<file path="src/rtl/lsu_mem_ctrl.sv">
// Load/store initiator between the RV32I execute stage and memory_bank.
// One request per handshake; error, store or load access, then a held response.
module lsu_mem_ctrl #(
  parameter int unsigned MEM_LAT = 1
) (
  input  logic        i_clk,
  input  logic        i_rst,
  input  logic        i_req_valid,
  output logic        o_req_ready,
  input  logic        i_req_we,
  input  logic [31:0] i_req_addr,
  input  logic [31:0] i_req_wdata,
  input  logic [2:0]  i_req_funct3,
  input  logic [4:0]  i_req_rd,
  output logic        o_rsp_valid,
  input  logic        i_rsp_ready,
  output logic [31:0] o_rsp_rdata,
  output logic [4:0]  o_rsp_rd,
  output logic        o_rsp_err,
  output logic        o_mem_read_en,
  output logic        o_mem_write_en,
  output logic [31:0] o_mem_address,
  output logic [31:0] o_mem_write_data,
  output logic [2:0]  o_mem_funct3,
  input  logic [31:0] i_mem_read_data
);

  localparam int unsigned CntW = (MEM_LAT > 1) ? $clog2(MEM_LAT) : 1;
  localparam logic [CntW-1:0] CntLast = CntW'(MEM_LAT - 1);

  typedef enum logic [1:0] {
    StIdle,
    StAccess,
    StResp
  } state_e;

  state_e          r_state, w_state_d;
  logic            r_we, w_we_d;
  logic [31:0]     r_addr, w_addr_d;
  logic [31:0]     r_wdata, w_wdata_d;
  logic [2:0]      r_funct3, w_funct3_d;
  logic [4:0]      r_rd, w_rd_d;
  logic [CntW-1:0] r_cnt, w_cnt_d;
  logic [31:0]     r_rdata, w_rdata_d;
  logic            r_err, w_err_d;
  logic            r_rd_en, w_rd_en_d;
  logic            r_wr_en, w_wr_en_d;

  logic            w_accept;
  logic            w_legal;
  logic            w_aligned;

  assign w_accept = (r_state == StIdle) && i_req_valid;

  always_comb begin
    w_legal = 1'b0;
    if (i_req_we) begin
      w_legal = (i_req_funct3 == 3'b000) || (i_req_funct3 == 3'b001) ||
                (i_req_funct3 == 3'b010);
    end else begin
      w_legal = (i_req_funct3 == 3'b000) || (i_req_funct3 == 3'b001) ||
                (i_req_funct3 == 3'b010) || (i_req_funct3 == 3'b100) ||
                (i_req_funct3 == 3'b101);
    end
  end

  always_comb begin
    w_aligned = 1'b1;
    if (i_req_funct3[1:0] == 2'b01) begin
      w_aligned = (i_req_addr[0] == 1'b0);
    end else if (i_req_funct3[1:0] == 2'b10) begin
      w_aligned = (i_req_addr[1:0] == 2'b00);
    end
  end

  always_comb begin
    w_state_d  = r_state;
    w_we_d     = r_we;
    w_addr_d   = r_addr;
    w_wdata_d  = r_wdata;
    w_funct3_d = r_funct3;
    w_rd_d     = r_rd;
    w_cnt_d    = r_cnt;
    w_rdata_d  = r_rdata;
    w_err_d    = r_err;
    unique case (r_state)
      StIdle: begin
        if (w_accept) begin
          w_we_d     = i_req_we;
          w_addr_d   = i_req_addr;
          w_wdata_d  = i_req_wdata;
          w_funct3_d = i_req_funct3;
          w_rd_d     = i_req_rd;
          w_cnt_d    = '0;
          w_rdata_d  = '0;
          // Rejected requests skip memory entirely and answer next cycle.
          if (!w_legal || !w_aligned) begin
            w_err_d   = 1'b1;
            w_state_d = StResp;
          end else begin
            w_err_d   = 1'b0;
            w_state_d = StAccess;
          end
        end
      end
      StAccess: begin
        if (r_we) begin
          w_state_d = StResp;
        end else if (r_cnt == CntLast) begin
          w_rdata_d = i_mem_read_data;
          w_state_d = StResp;
        end else begin
          w_cnt_d = r_cnt + 1'b1;
        end
      end
      StResp: begin
        if (i_rsp_ready) begin
          w_state_d = StIdle;
        end
      end
      default: w_state_d = StIdle;
    endcase
  end

  // Enables are registered copies of the next state so they align with ACCESS.
  assign w_rd_en_d = (w_state_d == StAccess) && !w_we_d;
  assign w_wr_en_d = (w_state_d == StAccess) && w_we_d;

  always_ff @(posedge i_clk or posedge i_rst) begin
    if (i_rst) begin
      r_state  <= StIdle;
      r_we     <= 1'b0;
      r_addr   <= '0;
      r_wdata  <= '0;
      r_funct3 <= '0;
      r_rd     <= '0;
      r_cnt    <= '0;
      r_rdata  <= '0;
      r_err    <= 1'b0;
      r_rd_en  <= 1'b0;
      r_wr_en  <= 1'b0;
    end else begin
      r_state  <= w_state_d;
      r_we     <= w_we_d;
      r_addr   <= w_addr_d;
      r_wdata  <= w_wdata_d;
      r_funct3 <= w_funct3_d;
      r_rd     <= w_rd_d;
      r_cnt    <= w_cnt_d;
      r_rdata  <= w_rdata_d;
      r_err    <= w_err_d;
      r_rd_en  <= w_rd_en_d;
      r_wr_en  <= w_wr_en_d;
    end
  end

  assign o_req_ready      = (r_state == StIdle);
  assign o_rsp_valid      = (r_state == StResp);
  assign o_rsp_rdata      = r_rdata;
  assign o_rsp_rd         = r_rd;
  assign o_rsp_err        = r_err;
  assign o_mem_read_en    = r_rd_en;
  assign o_mem_write_en   = r_wr_en;
  assign o_mem_address    = r_addr;
  assign o_mem_write_data = r_wdata;
  assign o_mem_funct3     = r_funct3;

endmodule

</file>
<file path="config.mk">
export PLATFORM = sky130hd
export DESIGN_NAME = lsu_mem_ctrl
export DESIGN_NICKNAME = d
export VERILOG_FILES = /design/src/rtl/lsu_mem_ctrl.sv
export SDC_FILE = /design/constraint.sdc
export NUM_CORES = 1
export LEC_CHECK = 0
export CORE_MARGIN = 10
export CORE_UTILIZATION = 40
export CTS_CLUSTER_DIAMETER = 150
export DETAILED_ROUTE_END_ITERATION = 6
export PLACE_DENSITY = 0.87
export SKIP_CTS_REPAIR_TIMING = 1
export SKIP_LAST_GASP = 1
export SYNTH_ARGS = -nofsm -noshare
export SYNTH_HDL_FRONTEND = slang
export SYNTH_SLANG_ARGS = --single-unit
</file>
<file path="constraint.sdc">
create_clock -name i_clk -period 8.6 [get_ports i_clk]
set_input_delay 0.86 -clock i_clk [delete_from_list [all_inputs] [get_ports i_clk]]
set_output_delay 0.86 -clock i_clk [all_outputs]
set_load 0.01 [all_outputs]
</file>
==> results of run 1 <==
[worst paths after layout]
check,start,end,cells past startpoint
worst max-delay path,i_req_valid,o_mem_write_data[18],4
worst max register to register,r_state[0],o_rsp_rdata[20],4
max in group asynchronous,i_rst,o_mem_address[30],3
worst min register to register,o_mem_write_data[25],o_mem_write_data[25],1
worst min-delay path,o_mem_write_data[25],o_mem_write_data[25],1
min in group asynchronous,i_rst,o_mem_address[13],2
[per-layer routing]
layer | part of all wire, % | vias to the layer above
li1 | - | 1338
met1 | 37 | 1470
met2 | 52 | 125
met3 | 9.9 | 10
met4 | 1.1 | 0
met5 | 0 | -
[cell usage after synthesis, drive strengths merged]
| library cell | number |
|---|---|
| dfrtp | 110 |
| nor2b | 1 |
| o21ai | 1 |
| nor3 | 1 |
| a221o | 1 |
| a22o | 32 |
| inv | 2 |
| o21a | 1 |
| buf | 14 |
| or4 | 1 |
| a311oi | 1 |
| nor2 | 5 |
| mux2 | 73 |
| and2 | 1 |
| nand2 | 2 |
| nor3b | 2 |
[area by class of cell]
type                            instances  area (um2)
Clock buffer                           12         155
Clock inverter                          3        43.8
Fill cell                             729        3270
Inverter                                2        10.0
Multi-Input combinational cell        122        1230
Sequential cell                       110        2750
Tap cell                              133         166
Timing Repair Buffer                  220        2190
[cell usage in the layout, fill, tap and decap left out]
cell type / instances
sky130_fd_sc_hd__clkdlybuf4s50_1: 217
sky130_fd_sc_hd__dfrtp_1: 110
sky130_fd_sc_hd__mux2_2: 65
sky130_fd_sc_hd__a22o_1: 32
sky130_fd_sc_hd__clkbuf_8: 11
sky130_fd_sc_hd__mux2_1: 8
sky130_fd_sc_hd__nor2_1: 4
sky130_fd_sc_hd__buf_4: 3
sky130_fd_sc_hd__nor3b_4: 2
sky130_fd_sc_hd__nand2_1: 2
sky130_fd_sc_hd__nor2_2: 1
sky130_fd_sc_hd__nor2b_1: 1
sky130_fd_sc_hd__a221o_1: 1
sky130_fd_sc_hd__or4_4: 1
sky130_fd_sc_hd__and2_4: 1
sky130_fd_sc_hd__a311oi_1: 1
sky130_fd_sc_hd__o21a_1: 1
sky130_fd_sc_hd__inv_1: 1
sky130_fd_sc_hd__o21ai_0: 1
sky130_fd_sc_hd__nor3_1: 1
sky130_fd_sc_hd__inv_4: 1
sky130_fd_sc_hd__bufinv_16: 1
sky130_fd_sc_hd__clkinv_4: 1
sky130_fd_sc_hd__clkbuf_1: 1
sky130_fd_sc_hd__clkinv_2: 1
[registers in the layout, summed over array words and instances (netlist names)]
register / flops
r_state: 2
o_mem_write_en: 1
o_mem_funct3: 3
o_rsp_rdata: 32
o_mem_address: 32
o_rsp_err: 1
o_mem_read_en: 1
r_we: 1
o_rsp_rd: 5
o_mem_write_data: 32
[worst max-delay path: stages]
cell and delay [ns]:
sky130_fd_sc_hd__clkdlybuf4s50_1 0.51, sky130_fd_sc_hd__nor3b_4 0.22, sky130_fd_sc_hd__buf_4 0.74, sky130_fd_sc_hd__mux2_2 0.42
[stage by stage]
| stage | util (%) | cell area [um2] | hold slack (ns) | setup slack, ns | std cells |
|---|---|---|---|---|---|
| after floorplan | - | 4060 | 0.524 | 4.84 | 248 |
| after global placement | 64.7 | 6350 | 0.466 | 5.70 | 587 |
| after detailed placement | 64.7 | 6350 | 0.475 | 5.64 | 587 |
| after CTS | 66.7 | 6550 | 0.497 | 6.02 | 602 |
| after global routing | 66.7 | 6550 | 0.506 | 5.93 | 602 |
| final | 66.7 | 6550 | 0.492 | 6.02 | 602 |
[power groups by stage]
stage               Combinational (mW)  Clock [mW]  Sequential, mW
detailed placement               0.917           0           0.852
finish                           0.902       0.313           0.837
floorplan                        0.271           0           0.935
global placement                 0.897           0           0.838
global route                     0.963       0.343           0.868
CTS                              0.922       0.324           0.842
[kinds of logic after synthesis]
kind of cell	after synthesis	synth area share, %
compound gates	36	7.67
mux	73	20.2
buf+inv	16	2.28
flops	110	67.8
simple gates	13	2.03
==> impl_results.md, run 1 <==
* Pint at between 1 and 1.5 mW
* Synthesized net count at approximately 360
* # setup viols final at 0
* Sequential area share after synthesis at roughly 68%
* Count of state elements after synthesis at 110
* Warnings, synthesis at 0
* Floorplan die width at around 120 um
* Worst Path Class, Setup: in -> reg
* CTS max path bufs at 2
* Number of inserted diodes at 0
* Vias at 2943
* Power per cell area at ~310 nW/um2
* Antenna Violating Nets Remaining at 0
* Sw Ratio at roughly 30%
* # nets final at roughly 570
* Layer carrying the most global-route usage: met2
* Syn avg cell area at about 16 um2
* Core area at a little under 10000 um2
* Detailed placement HPWL at around 9500 um
* GRT Overall Usage at about 17%
* Slack of the worst reg-to-reg path at between 6 and 7 ns
* Area growth, synth to finish at 61.4%
* Chip Height at 121 um
* Leak Pwr at approximately 2.7 nW
* Status: finished clean
* Global routing met2 resource utilization at between 20 and 30%
* Startpoint types: input port
* Maximum clock frequency at 387 MHz
* Antenna violations before repair at 0
* Share of post-route cells with drive strength above 1 at about a fifth
* Number of standard cells after synthesis at approximately 250
* Main area contributors after synthesis: sky130_fd_sc_hd__dfrtp_1 (68%), sky130_fd_sc_hd__mux2_2 (18%), sky130_fd_sc_hd__a22o_1 (6.9%), sky130_fd_sc_hd__mux2_1 (2.2%), sky130_fd_sc_hd__buf_4 (1.1%)
* IO Port Bufs at 217
* Normalized max-slew margin at between 15 and 20%
* Clock power share at between 10% and 20%
* Area of the die at ~15000 um2
* Sw power at around 0.62 mW
* Post-route clock period utilization at around 30%
* Comb power frac at a little over two fifths
* Met3 layer usage reported by global route at between 7 and 8%
* Number of rows created at floorplan at 36
* Routed WL per cell at 20.1 um
* Shortest clock period the worst path allows after layout at ~2.6 ns
* Cell chosen for the clock root: sky130_fd_sc_hd__clkbuf_8
* Distinct cell type count after synthesis at 18
* Clk slew on worst S/H paths at ~0.090 ns
* DRC errors left at 0
* Max-slew violation count at 0
* Fraction of post-synthesis cell area in the top cell type by area at 67.8%
* Initial cell density of the core at roughly 41%
* IO Count at between 200 and 250
* Largest net degree at the start of global routing at 76
* Sequential share of power at just over 40%
* Maximum level of the CTS H-tree at 3
* Setup TNS at 0 ns
* Global routing met1 resource utilization at between 10% and 20%
* Final weighted congestion in routability-driven placement at between 0.7 and 0.8
* Vias in the first global route at approximately 3300
* Critical path capture point type: register
* Class of the most critical hold timing path: reg -> reg
* WL final at approximately 12000 um
* Critical path peak fanout at between 70 and 80
* Yosys top cell by area: sky130_fd_sc_hd__dfrtp_1
* Insertion delay to the later sink of the worst-skew pair at ~0.36 ns
* Drt initial violations at approximately 160
* MaxCap Viol Count at 0
* Detailed-route vias per instance at 4.89
* Worst-Margin Slew at between 1 and 1.5 ns
* Unrepaired setup endpoints after global routing: no
* Total Power Consumption at 2.05 mW
* First-pass GRT wire length at about 19000 um
* Area of the mapped netlist at 4060 um2
* Number of buffers created by CTS at 9
* Worst clock skew at just over 0.01 ns
* Maximum vdd ir drop at ~0.17 mV
* Clock sink count at between 100 and 150
* CTS tree: yes
* Final Hold Fails at 0
* Worst path required time at about 9 ns
* Number of iterations in the first detailed-routing pass at 4
* Crit path arrival time at 2.82 ns
* Global route overflow at 0
Power figures use the tool's default switching activity.
==> inputs of run 2 (changes only) <==
- CORE_UTILIZATION: 40 -> 39
- PLACE_DENSITY: 0.87 -> 0.85
- clock period: 8.6 -> 2.7 ns (I/O delays scaled with it)
==> impl_results.md, run 2 (synthesized netlist as in run 1, its figures left out) <==
* CTS max path bufs at 2 (unchanged)
* Layout fillers at 775 (+6.3%)
* Chip Height at 122 um (+1.1%)
* Most common cell after layout, fill and taps aside: sky130_fd_sc_hd__clkdlybuf4s50_1
* Pint at 4.49 mW (+210%)
* CTS tree: yes
* First-pass GRT wire length at 18300 um (-4.3%)
* Floorplan die width at 122 um (+1.1%)
* Sw power at 1.97 mW (+220%)
* Vias in the first global route at 3263 (-0.21%)
* Number of iterations in the first detailed-routing pass at 4 (unchanged)
* Drt initial violations at 163 (+5.2%)
* Status: finished clean
* Normalized max-slew margin at 18.4% (+3.1 points)
* Initial cell density of the core at 39.7% (-1.7 points)
* Comb power frac at 44.8% (+0.9 points)
* Number of rows created at floorplan at 37 (+2.8%)
* Clk slew on worst S/H paths at 0.10 ns (about the same)
* MaxCap Viol Count at 0 (unchanged)
* Area growth, synth to finish at 61.4% (about the same)
* Number of inserted diodes at 0 (unchanged)
* Class of the most critical hold timing path: in -> async
* Total Power Consumption at 6.46 mW (+210%)
* Core area at 10200 um2 (+4.2%)
* Worst clock skew at 0.00722 ns (-0.00296 ns)
* Cell chosen for the clock root: sky130_fd_sc_hd__clkbuf_8
* Hold slack final at 0.396 ns (-0.0957 ns)
* Final weighted congestion in routability-driven placement at 0.772 (-2.3%)
* Post-route clock period utilization at between 70% and 80%
* # setup viols final at 0 (unchanged)
* DRC errors left at 0 (unchanged)
* Critical path capture point type: register
* Share of post-route cells with drive strength above 1 at 18.7% (-0.080 points)
* Worst-Margin Slew at 1.22 ns (-0.0465 ns)
* Setup TNS at 0 ns (unchanged)
* Antenna Violating Nets Remaining at 0 (unchanged)
* # nets final at 576 (+0.35%)
* Number of buffers created by CTS at 9 (unchanged)
* Startpoint types: register
* Vias at 2984 (+1.4%)
* Maximum clock frequency at 522 MHz
* Insertion delay to the later sink of the worst-skew pair at 0.38 ns (+0.02 ns)
* Sw Ratio at 30.5% (+0.53 points)
* Clock sink count at 110 (unchanged)
* Critical path peak fanout at 32 (-57%)
* Area of the die at 14900 um2 (+2.1%)
* Largest net degree at the start of global routing at 111 (+46%)
* Worst path required time at 3.02 ns (-5.82 ns)
* Global route overflow at 0 (unchanged)
* Final Hold Fails at 0 (unchanged)
* Antenna violations before repair at 0 (unchanged)
* Max-slew violation count at 0 (unchanged)
* Sequential share of power at 41.3% (+0.5 points)
* Worst Path Class, Setup: reg -> reg
* Unrepaired setup endpoints after global routing: no
* Most used cells in the layout excluding fill and tap cells: sky130_fd_sc_hd__clkdlybuf4s50_1 (217), sky130_fd_sc_hd__dfrtp_1 (110), sky130_fd_sc_hd__mux2_2 (65)
* Detailed-route vias per instance at 4.92 (+0.56%)
* IO Port Bufs at 217 (unchanged)
* Clock power share at 13.9% (-1.4 points)
* WL final at 12200 um (+0.46%)
* Detailed placement HPWL at 9390 um (-0.92%)
* Power per cell area at 986 nW/um2 (+210%)
* Leak Pwr at 2.73 nW (-0.19%)
* Maximum level of the CTS H-tree at 3 (unchanged)
* Routed WL per cell at 20.0 um (-0.36%)
* Shortest clock period the worst path allows after layout at between 1.5 and 2 ns
* Crit path arrival time at 2.24 ns (-0.58 ns)
* GRT Overall Usage at 16.1% (-0.51 points)
* IO Count at 218 (unchanged)
* Maximum vdd ir drop at 0.534 mV (+220%)
run 2: final timing paths:
| kind | slack, ns | depth (start not counted) | end | start |
|---|---|---|---|---|
| worst max-delay path | 0.78 | 3 | o_rsp_rdata[6] | r_state[0] |
| worst min-delay path | 0.40 | 3 | o_mem_address[28] | i_rst |
| worst max register to register | 0.78 | 3 | o_rsp_rdata[6] | r_state[0] |
| worst min register to register | 0.49 | 1 | o_mem_address[17] | o_mem_address[17] |
| max in group asynchronous | 1.90 | 3 | o_mem_address[16] | i_rst |
| min in group i_clk | 0.48 | 2 | o_mem_write_data[24] | i_req_wdata[24] |
run 2: final cells by class:
class,count,area (um2),area share [%]
flip-flops and latches,110,2750,42.0
well taps,136,170,2.60
inverters,2,11.3,0.172
multi-input cells,122,1230,18.8
repair buffers,222,2220,33.9
clock buffers,14,163,2.48
clock inverters,1,5.00,0.0764
run 2: layer usage:
layer	vias to the layer above	GRT usage, %	part of all wire, %
li1	1334	-	-
met1	1499	16.3	36
met2	136	28.3	52
met3	15	8.19	11
met4	0	5.01	1.2
met5	-	0	0
run 2: power by group through the flow:
| stage | sequential (mW) | clock [mW] | combinational, mW |
|---|---|---|---|
| global placement | 2.65 | 0 | 2.88 |
| floorplan | 2.98 | 0 | 0.864 |
| finish | 2.67 | 0.900 | 2.90 |
| global route | 2.75 | 1.01 | 3.07 |
| CTS | 2.67 | 0.944 | 2.95 |
| detailed placement | 2.70 | 0 | 2.94 |
run 2: through the flow:
step | util [%] | instance area, um2 | setup WS [ns] | cells
after floorplan | - | 4070 | 1.10 | 248
after global placement | 62.4 | 6390 | 0.580 | 592
after detailed placement | 62.4 | 6390 | 0.482 | 592
after CTS | 64.1 | 6560 | 0.757 | 607
after global routing | 64.1 | 6560 | 0.609 | 607
final | 64.1 | 6560 | 0.784 | 607
run 2: critical path, stage by stage, from the launching register on:
cell                      delay, ns
sky130_fd_sc_hd__dfrtp_1       0.47
sky130_fd_sc_hd__nor3b_4       0.19
sky130_fd_sc_hd__nor2_2        0.92
sky130_fd_sc_hd__a22o_1        0.27
==> inputs of run 3 (changes only) <==
- clock period: 2.7 -> 1.9 ns (I/O delays scaled with it)
==> impl_results.md, run 3 (synthesized netlist as in run 1, its figures left out) <==
* Status: finished clean
* Detailed placement HPWL at 9450 um (+0.66%)
* MaxCap Viol Count at 0 (unchanged)
* Area of the die at 14900 um2 (unchanged)
* Insertion delay to the later sink of the worst-skew pair at 0.36 ns (-0.02 ns)
* Core area at 10200 um2 (unchanged)
* Share of post-route cells with drive strength above 1 at 20.2% (+1.5 points)
* Unrepaired setup endpoints after global routing: no
* Chip Height at 122 um (unchanged)
* CTS tree: yes
* Number of inserted diodes at 0 (unchanged)
* Setup TNS at 0 ns (unchanged)
* Routed WL per cell at 20.0 um (-0.36%)
* Maximum level of the CTS H-tree at 3 (unchanged)
* Antenna violations before repair at 0 (unchanged)
* Final Hold Fails at 0 (unchanged)
* Area growth, synth to finish at 64.2%
* DRC errors left at 0 (unchanged)
* Maximum clock frequency at between 500 and 600 MHz
* # setup viols final at 0 (unchanged)
* WL final at 12200 um (+0.46%)
* Worst clock skew at 0.0133 ns (+0.00607 ns)
* Clock sink count at 110 (unchanged)
* Class of the most critical hold timing path: in -> async
* Crit path arrival time at 1.62 ns (-0.62 ns)
* CTS max path bufs at 2 (unchanged)
* Max-slew violation count at 0 (unchanged)
* Detailed-route vias per instance at 4.83 (-1.7%)
* Vias in the first global route at 3316 (+1.6%)
* Antenna Violating Nets Remaining at 0 (unchanged)
* Number of iterations in the first detailed-routing pass at 4 (unchanged)
* Critical path capture point type: output pin
* Total routed wire length on the met1 layer at 4590 um (+6.3%)
* Number of rows created at floorplan at 37 (unchanged)
* Worst-Margin Slew at 0.362 ns (-0.861 ns)
* Launch instance of the worst register-to-register path: r_state[1]
* Cell chosen for the clock root: sky130_fd_sc_hd__clkbuf_8
* Floorplan die width at 122 um (unchanged)
* First-pass GRT wire length at 18600 um (+1.2%)
* Worst Path Class, Setup: reg -> out
* Largest net degree at the start of global routing at 57 (-49%)
* Vias at 2957 (-0.90%)
* Global route overflow at 0 (unchanged)
* Shortest clock period the worst path allows after layout at between 1.5 and 2 ns
* Most used cells in the layout excluding fill and tap cells: sky130_fd_sc_hd__clkdlybuf4s50_1 (217), sky130_fd_sc_hd__dfrtp_1 (110), sky130_fd_sc_hd__mux2_2 (65)
* Total length of routed met3 wires at 1190 um (-11%)
* Worst path required time at 1.71 ns (-1.31 ns)
* Final weighted congestion in routability-driven placement at 0.775 (+0.40%)
* GRT Overall Usage at 15.7% (-0.42 points)
* Number of buffers created by CTS at 9 (unchanged)
* Leak Pwr at 2.79 nW (+2.0%)
* # nets final at 581 (+0.87%)
* Layout fillers at 777 (+0.26%)
* Total Power Consumption at 9.42 mW (+46%)
* Power per cell area at 1410 nW/um2 (+43%)
* Wire length on met2 at 6350 um (about the same)
* IO Count at 218 (unchanged)
* Startpoint types: register
* Post-route clock period utilization at a little over nine tenths
* Worst Setup SP: r_state[1]
* Critical path peak fanout at 6 (-81%)
* Most common cell after layout, fill and taps aside: sky130_fd_sc_hd__clkdlybuf4s50_1
* Top metal layer carrying routed signals: met4
* Clk slew on worst S/H paths at 0.11 ns (about the same)
* Initial cell density of the core at 39.7% (unchanged)
* IO Port Bufs at 217 (unchanged)
* Drt initial violations at 136 (-17%)
* Normalized max-slew margin at 75.9% (+57 points)
* Maximum vdd ir drop at 0.881 mV (+65%)
## run 3: cell count changes in the layout (fill, tap and decap cells not counted), moves of 2 or more
| cell | before | now |
|---|---|---|
| sky130_fd_sc_hd__inv_6 | 0 | 2 |
| sky130_fd_sc_hd__clkinv_4 | 0 | 2 |
| sky130_fd_sc_hd__clkbuf_1 | 3 | 0 |
| sky130_fd_sc_hd__buf_12 | 1 | 5 |
| sky130_fd_sc_hd__clkbuf_8 | 11 | 9 |
## run 3: stage by stage
step / worst slack [ns] / cell area, um2 / hold slack (ns) / std cells / utilization [%]
2_1_floorplan: 0.381 / 4070 / 0.261 / 248 / -
3_3_place_gp: 0.139 / 6470 / 0.470 / 597 / 63.3
3_5_place_dp: 0.117 / 6470 / 0.477 / 597 / 63.3
4_1_cts: 0.0611 / 6670 / 0.280 / 612 / 65.2
5_1_grt: 0.00761 / 6670 / 0.272 / 612 / 65.2
6_report: 0.0943 / 6670 / 0.268 / 612 / 65.2
## run 3: report_power, final
group / internal [mW] / switching (mW) / total, mW
clock network: 0.616 / 0.796 / 1.41
logic: 2.64 / 1.57 / 4.21
registers: 3.28 / 0.519 / 3.80
## run 3: cell type report
| class | instances | area, um2 | share of cell area [%] |
|---|---|---|---|
| well taps | 136 | 170 | 2.55 |
| flip-flops and latches | 110 | 2750 | 41.3 |
| clock buffers | 9 | 124 | 1.86 |
| inverters | 2 | 11.3 | 0.169 |
| multi-input cells | 122 | 1230 | 18.5 |
| clock inverters | 6 | 70.1 | 1.05 |
| repair buffers | 227 | 2310 | 34.6 |
## run 3: critical path, cell delays in order (launching register included)
cell                              delay, ns
sky130_fd_sc_hd__dfrtp_1               0.52
sky130_fd_sc_hd__nor2b_1               0.17
sky130_fd_sc_hd__clkdlybuf4s50_1       0.57
## run 3: per-layer routing
layer / global-route usage, % / vias up
li1: - / 1346
met1: 17.0 / 1474
met2: 28.1 / 128
met3: 6.29 / 9
met4: 3.31 / 0
met5: 0 / -
## run 3: worst paths after layout
check	depth (start not counted)	endpoint	slack, ns
max	2	o_rsp_valid	0.09
min	3	o_rsp_rd[1]	0.27
max reg2reg	4	o_mem_address[5]	0.33
min reg2reg	1	o_mem_write_data[26]	0.50
max in group asynchronous	3	r_state[0]	1.36
min in group i_clk	2	o_mem_write_data[2]	0.43
